<file path="config.mk">
export PLATFORM = sky130hd
export DESIGN_NAME = fir_coef_loader
export DESIGN_NICKNAME = d
export VERILOG_FILES = /design/src/rtl/fir_coef_loader.sv
export SDC_FILE = /design/constraint.sdc
export NUM_CORES = 1
export LEC_CHECK = 0
export BUFFER_PORTS_ARGS = -buffer_cell sky130_fd_sc_hd__buf_2
export CAP_MARGIN = 20
export CORE_UTILIZATION = 31
export CTS_CLUSTER_SIZE = 20
export DETAILED_ROUTE_END_ITERATION = 7
export HOLD_SLACK_MARGIN = 0.1
export REMOVE_ABC_BUFFERS = 1
export SYNTH_ARGS = -nofsm -noshare
export SYNTH_HDL_FRONTEND = slang
export SYNTH_SLANG_ARGS = --single-unit
export TNS_END_PERCENT = 30
</file>
<file path="constraint.sdc">
create_clock -name clk -period 26.7 [get_ports clk]
set_input_delay 5.34 -clock clk [delete_from_list [all_inputs] [get_ports clk]]
set_output_delay 5.34 -clock clk [all_outputs]
set_load 0.05 [all_outputs]
</file>
<file path="src/rtl/fir_coef_loader.sv">
// fir_coef_loader
//
// Byte-stream coefficient loader for the 16-tap FIR filter. Parses framed
// coefficient sets from a byte source, verifies each frame, and commits all
// sixteen 12-bit coefficients on a single clock edge. A corrupt, malformed
// or stalled frame never disturbs the coefficients the filter is using.
//
// Frame (34 bytes):
//   byte 0      : SYNC
//   bytes 1..32 : coefficient k as low byte, then high byte (k = 0..15)
//                 high[7:4] must be zero, coefficient = {high[3:0], low}
//   byte 33     : XOR of bytes 1..32
//
// Handshake: byte_in is consumed on every rising edge where byte_valid is
// high. There is no backpressure; the loader accepts one byte per cycle,
// back-to-back, in every state.
//
// Ports:
//   clk, rst        clock and synchronous active-high reset
//   byte_in         received byte, qualified by byte_valid
//   byte_valid      single-cycle strobe, may be high on consecutive cycles
//   coef0..coef15   active coefficients (registered), wire to the FIR
//   coef_valid      a frame has committed since reset
//   load_busy       a frame is being received
//   load_done       one-cycle pulse on commit
//   load_err        one-cycle pulse on abort
//   err_code        last abort cause: 0 none, 1 checksum, 2 reserved bits,
//                   3 timeout; holds until the next abort or reset
//   state_dbg       current parser state (0 idle, 1 load, 2 check)

module fir_coef_loader #(
    parameter logic [7:0] SYNC    = 8'hC5,
    parameter int          TIMEOUT = 100000
) (
    input  logic        clk,
    input  logic        rst,
    input  logic [7:0]  byte_in,
    input  logic        byte_valid,
    output logic [11:0] coef0,
    output logic [11:0] coef1,
    output logic [11:0] coef2,
    output logic [11:0] coef3,
    output logic [11:0] coef4,
    output logic [11:0] coef5,
    output logic [11:0] coef6,
    output logic [11:0] coef7,
    output logic [11:0] coef8,
    output logic [11:0] coef9,
    output logic [11:0] coef10,
    output logic [11:0] coef11,
    output logic [11:0] coef12,
    output logic [11:0] coef13,
    output logic [11:0] coef14,
    output logic [11:0] coef15,
    output logic        coef_valid,
    output logic        load_busy,
    output logic        load_done,
    output logic        load_err,
    output logic [1:0]  err_code,
    output logic [1:0]  state_dbg
);

    // Idle counter only needs to reach TIMEOUT-1.
    localparam int CNT_W = (TIMEOUT > 2) ? $clog2(TIMEOUT) : 1;
    localparam logic [CNT_W-1:0] CNT_LAST = CNT_W'(TIMEOUT - 1);

    localparam logic [1:0] ERR_CHECKSUM = 2'd1;
    localparam logic [1:0] ERR_RESERVED = 2'd2;
    localparam logic [1:0] ERR_TIMEOUT  = 2'd3;

    typedef enum logic [1:0] {
        ST_IDLE  = 2'd0,
        ST_LOAD  = 2'd1,
        ST_CHECK = 2'd2
    } state_t;

    state_t           state;
    logic [4:0]       byte_idx;
    logic [7:0]       run_xor;
    logic [CNT_W-1:0] idle_cnt;
    logic [11:0]      shadow [16];
    logic [11:0]      coef_r [16];

    // Byte decode
    logic             is_sync;
    logic             is_high;
    logic             nibble_bad;
    logic             timeout_hit;
    logic [3:0]       slot;
    logic [7:0]       next_xor;

    always_comb begin
        is_sync     = (byte_in == SYNC);
        is_high     = byte_idx[0];
        slot        = byte_idx[4:1];
        nibble_bad  = is_high && (byte_in[7:4] != 4'd0);
        timeout_hit = (idle_cnt == CNT_LAST);
        next_xor    = run_xor ^ byte_in;
    end

    always_ff @(posedge clk) begin
        if (rst) begin
            state      <= ST_IDLE;
            byte_idx   <= 5'd0;
            run_xor    <= 8'd0;
            idle_cnt   <= '0;
            coef_valid <= 1'b0;
            load_done  <= 1'b0;
            load_err   <= 1'b0;
            err_code   <= 2'd0;
            for (int i = 0; i < 16; i++) begin
                shadow[i] <= 12'd0;
                coef_r[i] <= 12'd0;
            end
        end else begin
            load_done <= 1'b0;
            load_err  <= 1'b0;

            case (state)
                ST_IDLE: begin
                    // Non-SYNC bytes between frames are dropped silently.
                    if (byte_valid && is_sync) begin
                        state    <= ST_LOAD;
                        byte_idx <= 5'd0;
                        run_xor  <= 8'd0;
                        idle_cnt <= '0;
                    end
                end

                ST_LOAD: begin
                    // A byte arriving on the expiry cycle wins over the timeout.
                    if (byte_valid) begin
                        idle_cnt <= '0;
                        if (nibble_bad) begin
                            state    <= ST_IDLE;
                            load_err <= 1'b1;
                            err_code <= ERR_RESERVED;
                        end else begin
                            if (is_high)
                                shadow[slot][11:8] <= byte_in[3:0];
                            else
                                shadow[slot][7:0]  <= byte_in;
                            run_xor  <= next_xor;
                            byte_idx <= byte_idx + 5'd1;
                            if (byte_idx == 5'd31)
                                state <= ST_CHECK;
                        end
                    end else if (timeout_hit) begin
                        state    <= ST_IDLE;
                        load_err <= 1'b1;
                        err_code <= ERR_TIMEOUT;
                    end else begin
                        idle_cnt <= idle_cnt + 1'b1;
                    end
                end

                ST_CHECK: begin
                    if (byte_valid) begin
                        idle_cnt <= '0;
                        state    <= ST_IDLE;
                        if (byte_in == run_xor) begin
                            // Atomic commit: every coefficient updates on this edge.
                            for (int i = 0; i < 16; i++)
                                coef_r[i] <= shadow[i];
                            coef_valid <= 1'b1;
                            load_done  <= 1'b1;
                        end else begin
                            load_err <= 1'b1;
                            err_code <= ERR_CHECKSUM;
                        end
                    end else if (timeout_hit) begin
                        state    <= ST_IDLE;
                        load_err <= 1'b1;
                        err_code <= ERR_TIMEOUT;
                    end else begin
                        idle_cnt <= idle_cnt + 1'b1;
                    end
                end

                default: begin
                    state <= ST_IDLE;
                end
            endcase
        end
    end

    assign load_busy = (state != ST_IDLE);
    assign state_dbg = state;

    assign coef0  = coef_r[0];
    assign coef1  = coef_r[1];
    assign coef2  = coef_r[2];
    assign coef3  = coef_r[3];
    assign coef4  = coef_r[4];
    assign coef5  = coef_r[5];
    assign coef6  = coef_r[6];
    assign coef7  = coef_r[7];
    assign coef8  = coef_r[8];
    assign coef9  = coef_r[9];
    assign coef10 = coef_r[10];
    assign coef11 = coef_r[11];
    assign coef12 = coef_r[12];
    assign coef13 = coef_r[13];
    assign coef14 = coef_r[14];
    assign coef15 = coef_r[15];

endmodule

</file>
## Word-level counts from Yosys, hierarchy flattened

Memories as Yosys holds them, arrays and structs flattened.
Index checks and enable logic that the tools add are counted.

| word-level totals | value |
|---|---|
| bits of input ports | 11 |
| bits in read-only memories | 0 |
| word-level logic and storage cells | 126 |
| register bits | 37 |
| bits in writable memories | 384 |
| latch bits | 0 |
| memories kept | 2 |

| cells by class | value |
|---|---|
| equal/unequal tests | 13 |
| divide/modulo/power cells | 0 |
| $add $sub $neg | 2 |
| reduce and logical (&&, ||, !) cells | 15 |
| multiplexer cells | 69 |
| multiply operators | 0 |
| shift operators | 0 |
| bitwise gates (word level) | 17 |
| order comparisons | 0 |

Memories:

| memory | words | bits a word | read ports | clocked after memory_dff | wr ports | line | text |
|---|---|---|---|---|---|---|---|
| coef_r | 16 | 12 | 16 | 0 | 16 | 82 | `logic [11:0] coef_r [16];` |
| shadow | 16 | 12 | 16 | 0 | 16 | 81 | `logic [11:0] shadow [16];` |

Operators by type and width:

| operator | count |
|---|---|
| 2-to-1 mux 12 bit | 17 |
| 2-to-1 mux 17 bit | 3 |
| one-hot mux 17 bit (2 select lines) | 1 |
| 2-to-1 mux 1 bit | 24 |
| 2-to-1 mux 2 bit | 12 |
| 2-to-1 mux 8 bit | 3 |
| adder 17 x 1 -> 17 bit (second input constant) | 1 |
| equality test 17 bit (second input constant) | 1 |
| OR 1 bit | 16 |
| one-hot mux 8 bit (2 select lines) | 1 |
| 2-to-1 mux 5 bit | 3 |
| OR reduction 12 bit | 1 |
| one-hot mux 5 bit (2 select lines) | 1 |
| != test 3 bit (second input constant) | 3 |
| AND reduction 3 bit | 3 |
| equality test 8 bit | 1 |
| equality test 8 bit (second input constant) | 1 |
| nonzero test 2 bit | 4 |
| XOR 8 bit | 1 |
| != test 2 bit (second input constant) | 3 |
| one-hot mux 2 bit (3 select lines) | 1 |
| adder 5 x 1 -> 5 bit (second input constant) | 1 |
| equality test 5 bit (second input constant) | 1 |
| 2-to-1 mux 4 bit | 1 |
| 11 further kinds | 12 |

## Longest topological paths before layout

Gate-level depths: netlist (run 1).

| depth | value |
|---|---|
| depth in word-level cells | 9 |
| mapped depth | 9 |
| depth with buffers taken out | 7 |

## Least setup slack after synthesis (run 1)

No wires, ideal clock.

| timing path | value |
|---|---|
| path kind | in2reg |
| from | in byte_in[5] |
| to | mem coef_r[0][0] (enable) |
| data arrival time | 19,275 ps |
| required time | 25,690 ps |
| stages on the path | 4 |
| setup time | 1,010 ps |
| slack | 6,416 ps |
| cell sequence | xor2_1 nor4_1 nand2_1 o21ai_0 |

RTL lines:

| item | line | text |
|---|---|---|
| start: declaration | 37 | `input logic [7:0] byte_in,` |
| end: declaration | 82 |  |

==> run_results.csv, run 1 <==
group,metric,value,unit
status,status,"finished, final reports clean",
cells_and_area,multi_input_area,3775,um^2
power_and_ir_drop,power,1.507,mW
timing,finalHoldViolations,0,
setup_path,cp-start-kind,"input port",
clock_network,cts.htree.levels,2,
clock_network,post_cts_resize_count,0,
cells_and_area,fillers,5006,
synth,syn-instance-count,1173,
synth,synthFlopType,"edfxtp_1",
timing,slew_viol_final,0,
cells_and_area,regArea,12270,um^2
placed_design,placed_cells,1982,
power_and_ir_drop,power_density,76.17,nW/um^2
clock_network,clk_pin_slew_worst_paths,0.06,ns
routing,routedWlPerCell,19.00,um
setup_path,worstSetupPathType,"input port to flip-flop",
clock_network,cts_num_sinks,421,
grt,grt.overflow.total,0,
clock_network,cts_buffers,45,
synth,synth_area,16510,um^2
timing,timing.final.crit_share,29.30,%
synth,synth_top_area_share,69.84,%
cells_and_area,final_cell_mix,"edfxtp_1 (384), buf_2 (214), nor3_1 (151)",
grt,grt_max_degree,122,
clock_network,tritoncts,"done",
cells_and_area,diodes,0,
timing,whs,0.4657,ns
cells_and_area,nNetsFinal,1366,
clock_network,ctsHoldBuffers,0,
synth,ys_types,52,
timing,finalSetupViolCount,0,
timing,slew_headroom,28.15,%
power_and_ir_drop,leakage,7.041,nW
timing,max_freq,127.8,MHz
grt,grt_first_pass_wirelength,57.66,mm
setup_path,cp_max_fo,75,
setup_path,end_kind,"flip-flop",
timing,setup_tns,0,ns
placed_design,dp_hpwl,24.58,mm
placed_design,gp_congestion,0.7721,
grt,first_global_vias,9688,
clock_network,cts_post_setup_buffers_inserted,0,
synth,async_reset_ff_share,0,%
cells_and_area,area_growth_syn_to_layout,19.82,%
timing,layout_min_cycle_time,7.824,ns
cells_and_area,utilization,37.64,%
routing,dr.pass1.iters,5,
routing,drc,0,
timing,finClkSkew,0.02277,ns
synth,synth.yosys.seq_area_share,74.33,%
synth,synth-edff-count,384,
floorplan,die-area,54180,um^2
clock_network,cts_root_buffer,"clkbuf_16",
cells_and_area,fin_cells,2073,
grt,grt_util_all_layers,14.26,%
timing,rsz0062_at_grt,"no",
routing,avgViaCountPerCell,4.830,
cells_and_area,final_layout_size_suffix_gt1_share,23.47,%
grt,antenna_found_initial,0,
flow_run,cap_violations,0,
routing,antenna_left,0,
clock_network,clk_latency,0.57,ns
cells_and_area,final_common_cell,"edfxtp_1",
synth,yosysTopAreaCell,"edfxtp_1",
floorplan,io-pin-count,211,
floorplan,rows,84,
floorplan,die_h,232.8,um
routing,drt_wl_total,39.38,mm
routing,num_vias,10010,
floorplan,die_x,232.8,um
setup_path,required,26.89,ns
min_path,hp-class,"flip-flop to flip-flop",
routing,drt_iter0_drc,782,
floorplan,start_util,31.42,%
floorplan,core-area,52550,um^2
synth,synthTopCellsByArea,"edfxtp_1 (70%), and2_1 (4.6%), nor3_1 (4.6%), dfxtp_1 (4.5%), nor2b_1 (2.8%)",
placed_design,port_buffers,210,
synth,ys_warn_count,0,
timing,worstMarginPinSlew,1.067,ns
synth,ys_ff_latch,421,
synth,avgSynthCellArea,14.07,um^2
clock_network,clk_path_buf_depth,3,
setup_path,cp_data_arrival_time,8.01,ns
power_and_ir_drop,vdd_drop_max,0.04008,mV
-- cell families after synthesis --
family	share of synthesized area [%]
buffers and inverters	2.963
XOR/XNOR	0.6897
multiplexers	0.1213
adder cells (fa/ha/maj)	0.5305
AND/OR/NAND/NOR	17.26
AO/OA/AOI/OAI	4.100
flip-flops	74.33
-- layer usage --
layer  global-route usage, %  wire (um)  part of all wire [%]
met1                   18.81      17370                    44
met3                   3.419       2460                   6.2
met2                   22.99      18700                    47
met5                       0          0                     0
met4                   4.636        841                   2.1
-- through the flow --
| step | worst slack [ns] | instance area (um^2) |
|---|---|---|
| 6_report | 18.88 | 19780 |
| 5_1_grt | 18.63 | 19780 |
| 4_1_cts | 18.87 | 19720 |
| 3_5_place_dp | 18.25 | 18180 |
| 3_3_place_gp | 18.28 | 18180 |
| 2_1_floorplan | 6.416 | 16110 |
-- registers in the layout, summed over array words and instances (netlist names) --
| register | cells |
|---|---|
| coef_valid | 1 |
| run_xor | 8 |
| idle_cnt | 17 |
| state_dbg | 2 |
| coef_r | 192 |
| err_code | 2 |
| byte_idx | 5 |
| load_err | 1 |
| shadow | 192 |
| load_done | 1 |
-- cell usage after synthesis, drive strengths merged, types with 10 or more instances --
cell type  instances
inv               18
nand2             24
nor2              16
nor2b             73
nand3             18
and2             122
clkbuf            98
nor3             152
a21oi             21
o21ai             33
xor2              10
o31ai             13
nor4              52
dfxtp             37
edfxtp           384
-- report_power, final --
group          internal [mW]  leakage [nW]  switching, mW  total, mW
clock                  0.381         0.734          0.263      0.644
sequential             0.745          4.16        0.00910      0.754
combinational         0.0191          2.15         0.0899      0.109
-- final timing paths --
check	from	end	slack, ns	cells after the start
worst max register to register	state_dbg[1]	shadow[12][9]	23.15	7
worst max-delay path	byte_in[6]	coef_r[0][72]	18.88	7
worst min register to register	coef_valid	coef_valid	0.47	1
worst min-delay path	coef_valid	coef_valid	0.47	1
-- worst max-delay path: stages --
cell	delay [ns]
buf_2	0.14
xor2_1	0.16
nor4_1	0.27
nand2_1	0.25
o21ai_4	0.18
buf_4	0.74
buf_4	0.82
-- area by class of cell --
cell class	count	share of cell area (%)
clock buffers	48	5.750
clock inverters	36	2.030
inverters	23	0.4364
multi-input cells	622	19.08
flip-flops and latches	421	62.05
well taps	688	4.352
repair buffers	235	6.300
Note: power is estimated with default switching activity, not from simulation.
==> run 2, diff against run 1 <==
==> constraint.sdc (replaced) <==
create_clock -name clk -period 8.1 [get_ports clk]
set_input_delay 1.62 -clock clk [delete_from_list [all_inputs] [get_ports clk]]
set_output_delay 1.62 -clock clk [all_outputs]
set_load 0.05 [all_outputs]
==> run_results.csv, run 2 (same netlist as run 1, synthesis figures left out) <==
group,metric,value,unit
clock_network,cts_num_sinks,421,
cells_and_area,final_cell_mix,"edfxtp_1 (384), buf_2 (212), nor3_1 (151)",
routing,dr.pass1.iters,5,
floorplan,rows,84,
floorplan,die_h,232.8,um
routing,drc,0,
cells_and_area,largest_registers,"coef_r: 192 flops, shadow: 192 flops, idle_cnt: 17 flops",
timing,rsz0062_at_grt,"no",
power_and_ir_drop,power_density,256.2,nW/um^2
routing,drt_iter0_drc,762,
power_and_ir_drop,power,5.088,mW
setup_path,cp_max_fo,62,
cells_and_area,diodes,0,
setup_path,cp-start-kind,"input port",
clock_network,post_cts_resize_count,0,
placed_design,gp_congestion,0.7854,
timing,layout_min_cycle_time,3.956,ns
timing,slew_viol_final,0,
timing,slew_headroom,26.21,%
power_and_ir_drop,combPwrFrac,7.0,%
timing,timing.final.crit_share,48.84,%
timing,finalSetupViolCount,0,
power_and_ir_drop,seq_power_share,48.8,%
power_and_ir_drop,p_sw,1.198,mW
setup_path,worstSetupPathType,"input port to flip-flop",
routing,routedWlPerCell,18.93,um
setup_path,required,8.30,ns
clock_network,clk_latency,0.58,ns
power_and_ir_drop,p_int,3.890,mW
clock_network,cts_root_buffer,"clkbuf_16",
floorplan,die_x,232.8,um
routing,avgViaCountPerCell,4.833,
clock_network,clk_path_buf_depth,3,
cells_and_area,fin_cells,2073,
timing,finClkSkew,0.02757,ns
cells_and_area,final_layout_size_suffix_gt1_share,23.61,%
clock_network,cts_buffers,45,
placed_design,placed_cells,1983,
clock_network,clk_pin_slew_worst_paths,0.06,ns
clock_network,tritoncts,"done",
floorplan,io-pin-count,211,
placed_design,dp_hpwl,24.52,mm
grt,grt_first_pass_wirelength,57.01,mm
grt,grt_max_degree,122,
min_path,hp-class,"flip-flop to flip-flop",
timing,whs,0.4683,ns
grt,antenna_found_initial,0,
flow_run,cap_violations,0,
status,status,"finished, final reports clean",
setup_path,end_kind,"flip-flop",
cells_and_area,nNetsFinal,1367,
clock_network,cts.htree.levels,2,
cells_and_area,fin_area,19860,um^2
clock_network,cts_post_setup_buffers_inserted,0,
floorplan,core-area,52550,um^2
routing,drt_wl_total,39.24,mm
routing,antenna_left,0,
routing,num_vias,10020,
grt,first_global_vias,9626,
timing,setup_tns,0,ns
grt,grt_util_all_layers,14.10,%
grt,grt.overflow.total,0,
power_and_ir_drop,vdd_drop_max,0.1269,mV
timing,max_freq,252.8,MHz
floorplan,start_util,31.42,%
clock_network,ctsHoldBuffers,0,
floorplan,die-area,54180,um^2
timing,finalHoldViolations,0,
cells_and_area,area_growth_syn_to_layout,20.28,%
setup_path,cp_data_arrival_time,4.16,ns
power_and_ir_drop,swShare,23.55,%
placed_design,postPlaceCellArea,18190,um^2
power_and_ir_drop,leakage,7.079,nW
timing,worstMarginPinSlew,1.095,ns
power_and_ir_drop,clkPwrFrac,44.1,%
placed_design,port_buffers,210,
cells_and_area,final_common_cell,"edfxtp_1",
run 2: cell types whose count changed in the layout (fill, tap and decap cells not counted), moves of 2 or more:
cell and change:
clkinv_2 -3, clkbuf_1 +3, clkinv_1 -5, inv_6 -3, clkbuf_4 +2, bufinv_16 +3
clkinv_8 -2, buf_2 -2, clkbuf_8 +2, clkinv_4 +3
run 2: path summary, 6_finish.rpt:
| path | start | end | slack [ns] | cells after the start |
|---|---|---|---|---|
| max | rst | shadow[12][8] | 4.14 | 6 |
| min | coef_valid | coef_valid | 0.47 | 1 |
| max reg2reg | state_dbg[1] | shadow[12][8] | 4.58 | 7 |
| min reg2reg | coef_valid | coef_valid | 0.47 | 1 |
run 2: worst max-delay path: stages:
cell	delay (ns)
buf_4	0.25
buf_4	0.39
nor2_1	0.21
and3_1	0.36
nand3_1	0.55
o31ai_1	0.72
run 2: power by group through the flow:
stage	clock network [mW]	logic [mW]	registers [mW]
detailed placement	0	0.359	2.53
finish	2.25	0.358	2.49
floorplan	0	0.102	2.69
CTS	2.30	0.359	2.49
global route	2.38	0.379	2.49
global placement	0	0.355	2.53
run 2: final cells by class:
cell class                 instances  area [um^2]
inverter                          23        86.33
sequential                       421        12270
clock inverter                    30        449.2
tap                              688        860.8
clock buffer                      53         1176
fill                            4977        32690
timing repair buffer             236         1236
multi-input combinational        622         3775
run 2: metal layers:
| metal | global-route usage, % | vias to the layer above | routed length [um] |
|---|---|---|---|
| li1 | - | 4704 | - |
| met1 | 18.65 | 4973 | 17450 |
| met2 | 22.89 | 287 | 18630 |
| met3 | 3.407 | 54 | 2482 |
| met4 | 4.065 | 0 | 677 |
| met5 | 0 | - | 0 |
run 2: stage by stage:
step | setup slack, ns | utilization (%)
6_report | 4.144 | 37.79
5_1_grt | 3.912 | 37.79
4_1_cts | 4.174 | 37.71
3_5_place_dp | 3.565 | 34.62
3_3_place_gp | 3.701 | 34.62
2_1_floorplan | -8.464 | -
==> run 3, diff against run 2 <==
==> constraint.sdc (replaced) <==
create_clock -name clk -period 3.33 [get_ports clk]
set_input_delay 0.666 -clock clk [delete_from_list [all_inputs] [get_ports clk]]
set_output_delay 0.666 -clock clk [all_outputs]
set_load 0.05 [all_outputs]
==> run_results.csv, run 3 (same netlist as run 1, synthesis figures left out) <==
group,metric,value,unit
clock_network,clk_latency,0.57,ns
setup_path,worstSetupPathType,"flip-flop to flip-flop",
setup_path,slowest_delay,0.52,ns
floorplan,rows,84,
timing,finalHoldViolations,0,
setup_path,reg2reg_from,"state_dbg[1]",
floorplan,core-area,52550,um^2
grt,grt_first_pass_wirelength,58.39,mm
floorplan,die_h,232.8,um
timing,worstMarginPinSlew,1.029,ns
routing,routedWlPerCell,18.63,um
cells_and_area,final_common_cell,"edfxtp_1",
routing,num_vias,10120,
routing,avgViaCountPerCell,4.807,
timing,slew_headroom,31.29,%
placed_design,gp_congestion,0.7956,
grt,grt_util_all_layers,14.31,%
clock_network,clk_pin_slew_worst_paths,0.06,ns
timing,finalSetupViolCount,0,
power_and_ir_drop,leakage,7.262,nW
setup_path,cp_max_fo,20,
setup_path,cp-start-kind,"flip-flop",
timing,layout_min_cycle_time,2.595,ns
cells_and_area,diodes,0,
setup_path,end_kind,"flip-flop",
timing,slew_viol_final,0,
routing,dr.pass1.iters,5,
timing,rsz0062_at_grt,"no",
cells_and_area,fin_cells,2105,
clock_network,cts_post_setup_buffers_inserted,0,
clock_network,cts_root_buffer,"clkbuf_16",
cells_and_area,largest_registers,"coef_r: 192 flops, shadow: 192 flops, idle_cnt: 17 flops",
cells_and_area,nNetsFinal,1400,
status,status,"finished, final reports clean",
placed_design,dp_hpwl,24.46,mm
floorplan,die_x,232.8,um
cells_and_area,utilization,38.36,%
placed_design,port_buffers,210,
cells_and_area,fillers,5019,
placed_design,postPlaceCellArea,18550,um^2
clock_network,cts_buffers,45,
grt,grt.overflow.total,0,
cells_and_area,final_layout_size_suffix_gt1_share,24.91,%
routing,drt_wl_total,39.21,mm
grt,first_global_vias,9775,
placed_design,placed_cells,2022,
clock_network,post_cts_resize_count,0,
setup_path,cp_cell_sequence,"inv_1 -> ha_1 -> nand2_1 -> nor2_1 -> and3_1 -> nand3b_1 -> buf_4 -> o31ai_1",
cells_and_area,fin_area,20160,um^2
timing,max_freq,385.4,MHz
clock_network,clk_path_buf_depth,3,
grt,antenna_found_initial,0,
setup_path,critPathLaunch,"state_dbg[1]",
min_path,hp-class,"input port to flip-flop",
timing,timing.final.crit_share,77.93,%
clock_network,cts_num_sinks,421,
floorplan,start_util,31.42,%
clock_network,tritoncts,"done",
routing,drc,0,
power_and_ir_drop,power_density,611.3,nW/um^2
timing,setup_ws,0.7350,ns
floorplan,die-area,54180,um^2
cells_and_area,area_growth_syn_to_layout,22.10,%
clock_network,cts.htree.levels,2,
grt,grt_max_degree,122,
placed_design,dp_slack,0.3953,ns
timing,finClkSkew,0.02431,ns
cells_and_area,final_cell_mix,"edfxtp_1 (384), buf_2 (209), nor3_1 (151)",
routing,drt_iter0_drc,742,
clock_network,ctsHoldBuffers,0,
setup_path,cp_data_arrival_time,2.79,ns
power_and_ir_drop,vdd_drop_max,0.3037,mV
routing,antenna_left,0,
setup_path,required,3.53,ns
floorplan,io-pin-count,211,
flow_run,cap_violations,0,
setup_path,crit_slowest_cell,"o31ai_1",
min_path,hp-start,"rst",
-- run 3: changes by cell type in the layout (fill, tap and decap cells not counted), moves of 2 or more --
| cell | change |
|---|---|
| buf_12 | +5 |
| buf_2 | -3 |
| buf_4 | +34 |
| clkbuf_1 | +5 |
| clkbuf_2 | -2 |
| clkbuf_8 | +3 |
| clkinv_4 | -2 |
| clkinvlp_4 | -4 |
-- run 3: where the power goes --
| group | switching (mW) | internal [mW] |
|---|---|---|
| Clock | 2.02 | 3.35 |
| Sequential | 0.0655 | 5.97 |
| Combinational | 0.726 | 0.190 |
| Total | 2.81 | 9.51 |
-- run 3: worst max-delay path, delay by kind of cell (launching register included) --
kind	cells	cell delay [ns]
simple gates	4	0.85
fa+ha+maj	1	0.17
flops	1	0.35
buf+inv	2	0.33
compound gates	1	0.52
-- run 3: path summary, 6_finish.rpt --
kind	end	slack (ns)	depth (start not counted)
setup reg to reg	shadow[4][10]	0.74	8
setup / recovery	shadow[4][10]	0.74	8
hold / removal	byte_idx[1]	0.41	2
hold reg to reg	idle_cnt[16]	0.49	2
-- run 3: through the flow --
stage | power [mW] | TNS, ns | hold WS [ns]
CTS | 12.46 | 0 | 0.3686
global route | 12.71 | 0 | 0.4000
finish | 12.32 | 0 | 0.4063
global placement | 7.061 | 0 | 0.4715
floorplan | 6.797 | -2626.41 | 0.4474
detailed placement | 7.072 | 0 | 0.4681
-- run 3: cell type report --
cell class	instances	area [um^2]	area share, %
inverter	23	86.33	0.4283
clock buffer	62	1261	6.257
sequential	421	12270	60.89
multi-input combinational	622	3775	18.73
timing repair buffer	269	1559	7.734
tap	688	860.8	4.270
clock inverter	20	341.6	1.694
-- run 3: metal layers --
| layer | GRT usage (%) | vias to the layer above | share of wire [%] |
|---|---|---|---|
| li1 | - | 4777 | - |
| met1 | 19.75 | 4952 | 45 |
| met2 | 22.71 | 325 | 47 |
| met3 | 3.051 | 65 | 6.4 |
| met4 | 3.860 | 0 | 2.0 |
| met5 | 0 | - | 0 |
